<file path="src/rtl/exti_sched_pkg.sv">
// Shared state encoding, default parameters and width helper for the
// EXTI trigger scheduler.
package exti_sched_pkg;

   localparam int DEF_NUM_SRC     = 4;
   localparam int DEF_PULSE_CYC   = 4;
   localparam int DEF_ACK_TIMEOUT = 25000;
   localparam int DEF_HOLDOFF_CYC = 250;

   typedef logic [1:0] state_t;

   localparam state_t IDLE     = 2'd0;
   localparam state_t PULSE    = 2'd1;
   localparam state_t WAIT_ACK = 2'd2;
   localparam state_t HOLDOFF  = 2'd3;

   // Bits needed to hold 0..max_val, never less than one.
   function automatic int clog2w(input int max_val);
      int w;
      w = $clog2(max_val + 1);
      return (w < 1) ? 1 : w;
   endfunction

endpackage

</file>
<file path="src/rtl/rr_arbiter.sv">
// Combinational round-robin arbiter: searches upward from the slot after
// last_grant and returns the first requester as one-hot plus index.
module rr_arbiter
   import exti_sched_pkg::*;
#(
   parameter int  NUM_SRC = DEF_NUM_SRC,
   localparam int IDX_W   = clog2w(NUM_SRC - 1)
) (
   input  logic [NUM_SRC-1:0] req,
   input  logic [IDX_W-1:0]   last_grant,
   output logic               any_grant,
   output logic [NUM_SRC-1:0] grant,
   output logic [IDX_W-1:0]   grant_idx
);

   int               pos;
   logic [IDX_W-1:0] pos_idx;
   logic             found;

   always_comb begin
      grant     = '0;
      grant_idx = '0;
      found     = 1'b0;
      pos       = 0;
      pos_idx   = '0;
      for (int k = 1; k <= NUM_SRC; k++) begin
         pos     = (int'(last_grant) + k) % NUM_SRC;
         pos_idx = IDX_W'(pos);
         if (!found && req[pos_idx]) begin
            found          = 1'b1;
            grant[pos_idx] = 1'b1;
            grant_idx      = pos_idx;
         end
      end
   end

   assign any_grant = found;

endmodule

</file>
<file path="src/rtl/exti_trig_sched.sv">
// EXTI trigger scheduler: latches rising edges from several fabric sources and
// grants them round-robin onto the single MCU external-interrupt line.
module exti_trig_sched
   import exti_sched_pkg::*;
#(
   parameter int  NUM_SRC     = DEF_NUM_SRC,
   parameter int  PULSE_CYC   = DEF_PULSE_CYC,
   parameter int  ACK_TIMEOUT = DEF_ACK_TIMEOUT,
   parameter int  HOLDOFF_CYC = DEF_HOLDOFF_CYC,
   localparam int IDX_W       = clog2w(NUM_SRC - 1)
) (
   input  logic               clk25,
   input  logic               fpga_rst_n,
   input  logic [NUM_SRC-1:0] src_req,
   input  logic               mcu_ack,
   input  logic [NUM_SRC-1:0] ovf_clr,
   output logic               exti_trig,
   output logic [IDX_W-1:0]   src_id,
   output logic               busy,
   output logic [NUM_SRC-1:0] ovf,
   output logic               timeout
);

   localparam int PW = clog2w(PULSE_CYC - 1);
   localparam int AW = clog2w(ACK_TIMEOUT - 1);
   localparam int HW = clog2w(HOLDOFF_CYC);

   localparam logic [PW-1:0] PULSE_LAST = PW'(PULSE_CYC - 1);
   localparam logic [AW-1:0] ACK_LAST   = AW'(ACK_TIMEOUT - 1);
   localparam logic [HW-1:0] HOLD_LAST  = HW'(HOLDOFF_CYC);

   logic [NUM_SRC-1:0] req_q, req_d;
   logic [NUM_SRC-1:0] pending_q, pending_d;
   logic [NUM_SRC-1:0] ovf_q, ovf_d;
   logic               ack_meta_q, ack_meta_d;
   logic               ack_sync_q, ack_sync_d;
   logic               ack_prev_q, ack_prev_d;
   state_t             state_q, state_d;
   logic [PW-1:0]      pulse_cnt_q, pulse_cnt_d;
   logic [AW-1:0]      ack_cnt_q, ack_cnt_d;
   logic [HW-1:0]      hold_cnt_q, hold_cnt_d;
   logic               early_ack_q, early_ack_d;
   logic [IDX_W-1:0]   last_grant_q, last_grant_d;
   logic [IDX_W-1:0]   src_id_q, src_id_d;
   logic               exti_trig_q, exti_trig_d;
   logic               busy_q, busy_d;
   logic               timeout_q, timeout_d;

   logic [NUM_SRC-1:0] src_edge;
   logic [NUM_SRC-1:0] grant_clr;
   logic               ack_edge;
   logic               arb_any;
   logic [NUM_SRC-1:0] arb_grant;
   logic [IDX_W-1:0]   arb_idx;

   rr_arbiter #(.NUM_SRC(NUM_SRC)) u_arb (
      .req        (pending_q),
      .last_grant (last_grant_q),
      .any_grant  (arb_any),
      .grant      (arb_grant),
      .grant_idx  (arb_idx)
   );

   always_comb begin
      src_edge     = src_req & ~req_q;
      ack_edge     = ack_sync_q & ~ack_prev_q;
      grant_clr    = '0;
      req_d        = src_req;
      ack_meta_d   = mcu_ack;
      ack_sync_d   = ack_meta_q;
      ack_prev_d   = ack_sync_q;
      state_d      = state_q;
      pulse_cnt_d  = pulse_cnt_q;
      ack_cnt_d    = ack_cnt_q;
      hold_cnt_d   = hold_cnt_q;
      early_ack_d  = early_ack_q;
      last_grant_d = last_grant_q;
      src_id_d     = src_id_q;
      timeout_d    = timeout_q;

      case (state_q)
         IDLE: begin
            if (arb_any) begin
               state_d      = PULSE;
               grant_clr    = arb_grant;
               src_id_d     = arb_idx;
               last_grant_d = arb_idx;
               pulse_cnt_d  = '0;
               early_ack_d  = 1'b0;
            end
         end
         PULSE: begin
            if (ack_edge) begin
               early_ack_d = 1'b1;
            end
            if (pulse_cnt_q == PULSE_LAST) begin
               state_d   = WAIT_ACK;
               ack_cnt_d = '0;
            end else begin
               pulse_cnt_d = pulse_cnt_q + PW'(1);
            end
         end
         WAIT_ACK: begin
            // A real ack always wins over a timeout landing in the same cycle.
            if (ack_edge || early_ack_q) begin
               state_d     = HOLDOFF;
               timeout_d   = 1'b0;
               early_ack_d = 1'b0;
               hold_cnt_d  = '0;
            end else if (ack_cnt_q == ACK_LAST) begin
               state_d    = HOLDOFF;
               timeout_d  = 1'b1;
               hold_cnt_d = '0;
            end else begin
               ack_cnt_d = ack_cnt_q + AW'(1);
            end
         end
         HOLDOFF: begin
            if (hold_cnt_q == HOLD_LAST) begin
               state_d = IDLE;
            end else begin
               hold_cnt_d = hold_cnt_q + HW'(1);
            end
         end
         default: state_d = IDLE;
      endcase

      // An edge on the source being granted is kept as a fresh pending event,
      // so it is not counted as an overflow.
      pending_d   = (pending_q & ~grant_clr) | src_edge;
      ovf_d       = (ovf_q & ~ovf_clr) | (src_edge & pending_q & ~grant_clr);
      exti_trig_d = (state_d == PULSE);
      busy_d      = (state_d != IDLE);
   end

   always_ff @(posedge clk25 or negedge fpga_rst_n) begin
      if (!fpga_rst_n) begin
         req_q        <= '0;
         pending_q    <= '0;
         ovf_q        <= '0;
         ack_meta_q   <= 1'b0;
         ack_sync_q   <= 1'b0;
         ack_prev_q   <= 1'b0;
         state_q      <= IDLE;
         pulse_cnt_q  <= '0;
         ack_cnt_q    <= '0;
         hold_cnt_q   <= '0;
         early_ack_q  <= 1'b0;
         last_grant_q <= IDX_W'(NUM_SRC - 1);
         src_id_q     <= '0;
         exti_trig_q  <= 1'b0;
         busy_q       <= 1'b0;
         timeout_q    <= 1'b0;
      end else begin
         req_q        <= req_d;
         pending_q    <= pending_d;
         ovf_q        <= ovf_d;
         ack_meta_q   <= ack_meta_d;
         ack_sync_q   <= ack_sync_d;
         ack_prev_q   <= ack_prev_d;
         state_q      <= state_d;
         pulse_cnt_q  <= pulse_cnt_d;
         ack_cnt_q    <= ack_cnt_d;
         hold_cnt_q   <= hold_cnt_d;
         early_ack_q  <= early_ack_d;
         last_grant_q <= last_grant_d;
         src_id_q     <= src_id_d;
         exti_trig_q  <= exti_trig_d;
         busy_q       <= busy_d;
         timeout_q    <= timeout_d;
      end
   end

   assign exti_trig = exti_trig_q;
   assign src_id    = src_id_q;
   assign busy      = busy_q;
   assign ovf       = ovf_q;
   assign timeout   = timeout_q;

endmodule
</file>
<file path="config.mk">
export PLATFORM = sky130hd
export DESIGN_NAME = exti_trig_sched
export DESIGN_NICKNAME = d
export VERILOG_FILES = /design/src/rtl/exti_sched_pkg.sv /design/src/rtl/rr_arbiter.sv /design/src/rtl/exti_trig_sched.sv
export SDC_FILE = /design/constraint.sdc
export NUM_CORES = 1
export LEC_CHECK = 0
export CAP_MARGIN = 0
export CORE_ASPECT_RATIO = 1.25
export CORE_MARGIN = 2
export CORE_UTILIZATION = 50
export DETAILED_ROUTE_END_ITERATION = 10
export PLACE_DENSITY = 0.67
export SYNTH_ARGS = -nofsm -noshare
export SYNTH_HDL_FRONTEND = slang
export SYNTH_SLANG_ARGS = --single-unit
</file>
<file path="constraint.sdc">
create_clock -name clk25 -period 7.46 [get_ports clk25]
set_input_delay 1.865 -clock clk25 [delete_from_list [all_inputs] [get_ports clk25]]
set_output_delay 1.865 -clock clk25 [all_outputs]
set_load 0.1 [all_outputs]
</file>
==> metrics.md <==
| Metric | Value |
|---|---|
| R2r setup slk | approximately 4.3 ns |
| Data required, critical path | approximately 5.6 ns |
| WL/cell | 15.3 µm |
| Critical R2R Launch | last_grant_q[0] |
| Combinational fraction of design power | 0.449 |
| Static leakage power | between 0.001 and 0.0015 µW |
| CP Buf/Inv Count | 1 |
| Endpoint type of the worst setup path | primary output |
| Mux contribution to synthesized area | 0.0511 |
| EDFF count, synth | 0 |
| Primary FF master, synth | dfrtp_1 |
| Reg clk slew, reported paths | ~0.09 ns |
| DR DRC count | 0 |
| Largest net degree at the start of global routing | between 50 and 60 |
| Worst-Margin Slew | between 0.9 and 1 ns |
| CORE AREA | a little under 6000 µm² |
| First DRT Iteration DRCs | 100 |
| Fin crit share | 0.494 |
| Ys async rst share | 1.00 |
| Crit Reg-Reg Endpoint | ovf[3] |
| Drt via density | 5.79 |
| Worst Hold Class | register to register |
| Peak supply drop | 0.214 mV |
| Slew HR | 0.344 |
| Global-route wire length before repair | between 10 and 15 mm |
| DR pass1 iterations | 4 |
| Die Span Y | 90.4 µm |
| CTS H-tree depth | 2 |
| Vias after detailed routing | 2252 |
| Pwr per Cell Area | between 300 and 400 nW/µm² |
| Yosys top cell by area | dfrtp_1 |
| Initial antenna violation count | 0 |
| CP cell instances | clkdlybuf4s50_1 |
| Die area | ~6600 µm² |
| Post-synthesis sequential area ratio | 0.420 |
| Post-Synthesis Cells | about 310 |
| TritonCTS clock tree | done |
| Register share of total power | 0.386 |
| Min Tclk post-route | about 3.7 ns |
| Fill cells | about 530 |
| # rows | 31 |
| Top cell type's share of synthesized area | 0.402 |
| Max_cap viols | 0 |
| Main combinational cell family by area after synthesis | simple AND/OR/NAND/NOR gates |
| Pint | around 640 µW |
| WHS Endpoint | ack_prev_d |
| Final Hold Viols | 0 |
| Switching Fraction | 0.455 |
| Area growth syn-to-layout | 10.3% |
| Tot Pwr | around 1200 µW |
| Setup violators final | 0 |
| GR Overflow Total | 0 |
| Share of cells above drive strength 1 | 0.102 |
| Clk pwr share | 0.165 |
| WHS Path Cells | 0 |
| Clock Sinks | 50 |
| R2R depth | 6 |
| Nets | between 300 and 400 |
| Setup TNS | 0 ns |
| I/O Buffers | 19 |
| Yosys reg bits | 50 |
| Simple-gate share of the synthesized area | 0.227 |
| Final Max Slew Viols | 0 |
| Clk_lat worst skew | between 0.3 and 0.4 ns |
| WS Path Type | register to primary output |
| Main area contributors after synthesis | dfrtp_1 40%, ha_1 5.0%, nor2_1 3.9% |
| Worst clock skew | 0.0139 ns |
| Postcts setup bufs | 0 |
| Netlist cell types | 63 |
| TritonCTS Buffers | 5 |
| Critical Path Max Stage Delay | approximately 1.2 ns |
| CP max FO | 2 |
| Post-layout util | 0.570 |
| I/O pins | 20 |
| CTS resizes | 0 |
| Cts hold-fix bufs | 0 |
| Yosys warnings | 0 |
| GRT Total Usage | 0.195 |
| Post-synthesis adder-cell area fraction | 0.0503 |
| Antenna fix cells | 0 |
| Syn avg cell area | 9.69 µm² |
| XOR/XNOR Fraction of Synth Area | 0.0264 |
| Cell family with most CP delay | buffers and inverters |
| Clk buf depth | 2 |
| CP Launch Type | register |
| RSZ-0062 raised after global routing | no |
| Post-route ant nets | 0 |
| Max frequency | 271 MHz |
| Number of global-route vias before repair | around 2200 |
| Min-Delay Startpoint | ack_meta_q |
| Die W | around 73 µm |
| Clk root buf | clkbuf_8 |
| Status | complete, no violations |
| Hpwl dp | between 4 and 5 mm |
| Synth Area in Compound Gates | 0.179 |
| Slowest stage cell, crit path | clkdlybuf4s50_1 |
| Crit path DAT | around 1.8 ns |
| Starting Density | 0.517 |
| Synthesized net count | roughly 330 |
| RD Place Congestion | between 0.8 and 0.9 |
| Final wirelength | roughly 5.9 mm |
| NetSw | about 530 µW |
| Mapped Area | roughly 3000 µm² |
==> how the worst max path moves through the flow <==
stage                     startpoint         to  slack (ns)  cells after the start
after floorplan               ovf[0]     ovf[0]        4.70                      0
after global placement       timeout    timeout        4.14                      1
after detailed placement      ovf[1]     ovf[1]        4.12                      1
after CTS                     ovf[1]     ovf[1]        3.77                      1
after global routing       src_id[1]  src_id[1]        3.72                      1
final                         ovf[0]     ovf[0]        3.77                      1
==> cell usage in the layout, fill, tap and decap left out, types with 3 or more instances in the layout <==
| cell type | n |
|---|---|
| a21o_1 | 8 |
| mux2i_1 | 7 |
| o31ai_1 | 4 |
| a22o_1 | 3 |
| nand2b_1 | 5 |
| o211ai_1 | 3 |
| or3_1 | 5 |
| clkbuf_8 | 5 |
| clkdlybuf4s50_1 | 18 |
| and3_1 | 8 |
| nor2b_1 | 13 |
| ha_1 | 12 |
| dfrtp_1 | 48 |
| a221oi_1 | 4 |
| o21ai_0 | 18 |
| nand2_1 | 25 |
| o221ai_1 | 5 |
| xnor2_1 | 4 |
| nand3_1 | 7 |
| inv_1 | 15 |
| a21oi_1 | 11 |
| xor2_1 | 5 |
| nor3_1 | 5 |
| a2bb2oi_1 | 3 |
| nor2_1 | 31 |
| o21ai_1 | 3 |
==> power groups by stage <==
stage	logic (µW)	clock network [µW]	registers [µW]
global route	575	212	467
global placement	513	0	451
CTS	525	199	449
detailed placement	523	0	454
floorplan	366	0	509
finish	524	193	451
==> cell usage after synthesis (all sizes together), types with 3 or more instances <==
master / instances
o31ai: 4
mux2: 3
o221ai: 6
nand3: 9
nor2b: 13
inv: 15
a2bb2oi: 3
o211ai: 3
clkbuf: 3
nand4: 3
nand2: 25
o21ai: 21
xor2: 5
a21o: 8
xnor2: 4
buf: 10
a21oi: 12
a221oi: 4
and3: 9
mux2i: 7
or3: 5
nand2b: 6
ha: 12
a22o: 3
nor3: 6
dfrtp: 48
nor2: 31
==> cell type report <==
type | instances | area, µm² | area share
clock buffers | 5 | 68.8 | 0.0209
clock inverters | 3 | 45.0 | 0.0137
inverters | 15 | 56.3 | 0.0171
multi-input cells | 230 | 1590 | 0.484
flip-flops and latches | 50 | 1250 | 0.381
well taps | 66 | 82.6 | 0.0251
repair buffers | 20 | 193 | 0.0585
==> cells by family after synthesis <==
kind of cell / count (synthesis)
multiplexers: 12
adder cells (fa/ha/maj): 12
AO/OA/AOI/OAI: 76
AND/OR/NAND/NOR: 121
flip-flops: 50
XOR/XNOR: 9
buffers and inverters: 28
==> metrics by stage <==
step	cell area, µm²	hold WS, ns	instances	worst slack [ns]
floorplan	2990	0.331	308	4.70
global placement	3180	0.343	381	4.14
detailed placement	3180	0.345	381	4.12
CTS	3290	0.367	389	3.77
global route	3290	0.384	389	3.72
finish	3290	0.363	389	3.77
==> registers in the layout, summed over array words and instances, names as in the netlist <==
| name | count |
|---|---|
| req_q | 4 |
| busy | 1 |
| timeout | 1 |
| last_grant_q | 2 |
| early_ack_q | 1 |
| pending_q | 4 |
| hold_cnt_q | 8 |
| ack_meta_q | 1 |
| state_q | 2 |
| pulse_cnt_q | 2 |
| exti_trig | 1 |
| ack_prev_d | 1 |
| src_id | 2 |
| ack_prev_q | 1 |
| ovf | 4 |
| ack_cnt_q | 15 |
==> metal layers <==
layer / global-route usage / vias up / share of wire
met5: 0 / - / 0
met4: 0.0602 / 0 / 0.012
met3: 0.0313 / 7 / 0.017
met2: 0.323 / 22 / 0.51
met1: 0.259 / 1099 / 0.46
li1: - / 1124 / -
Note: power is estimated with default switching activity, not from simulation.
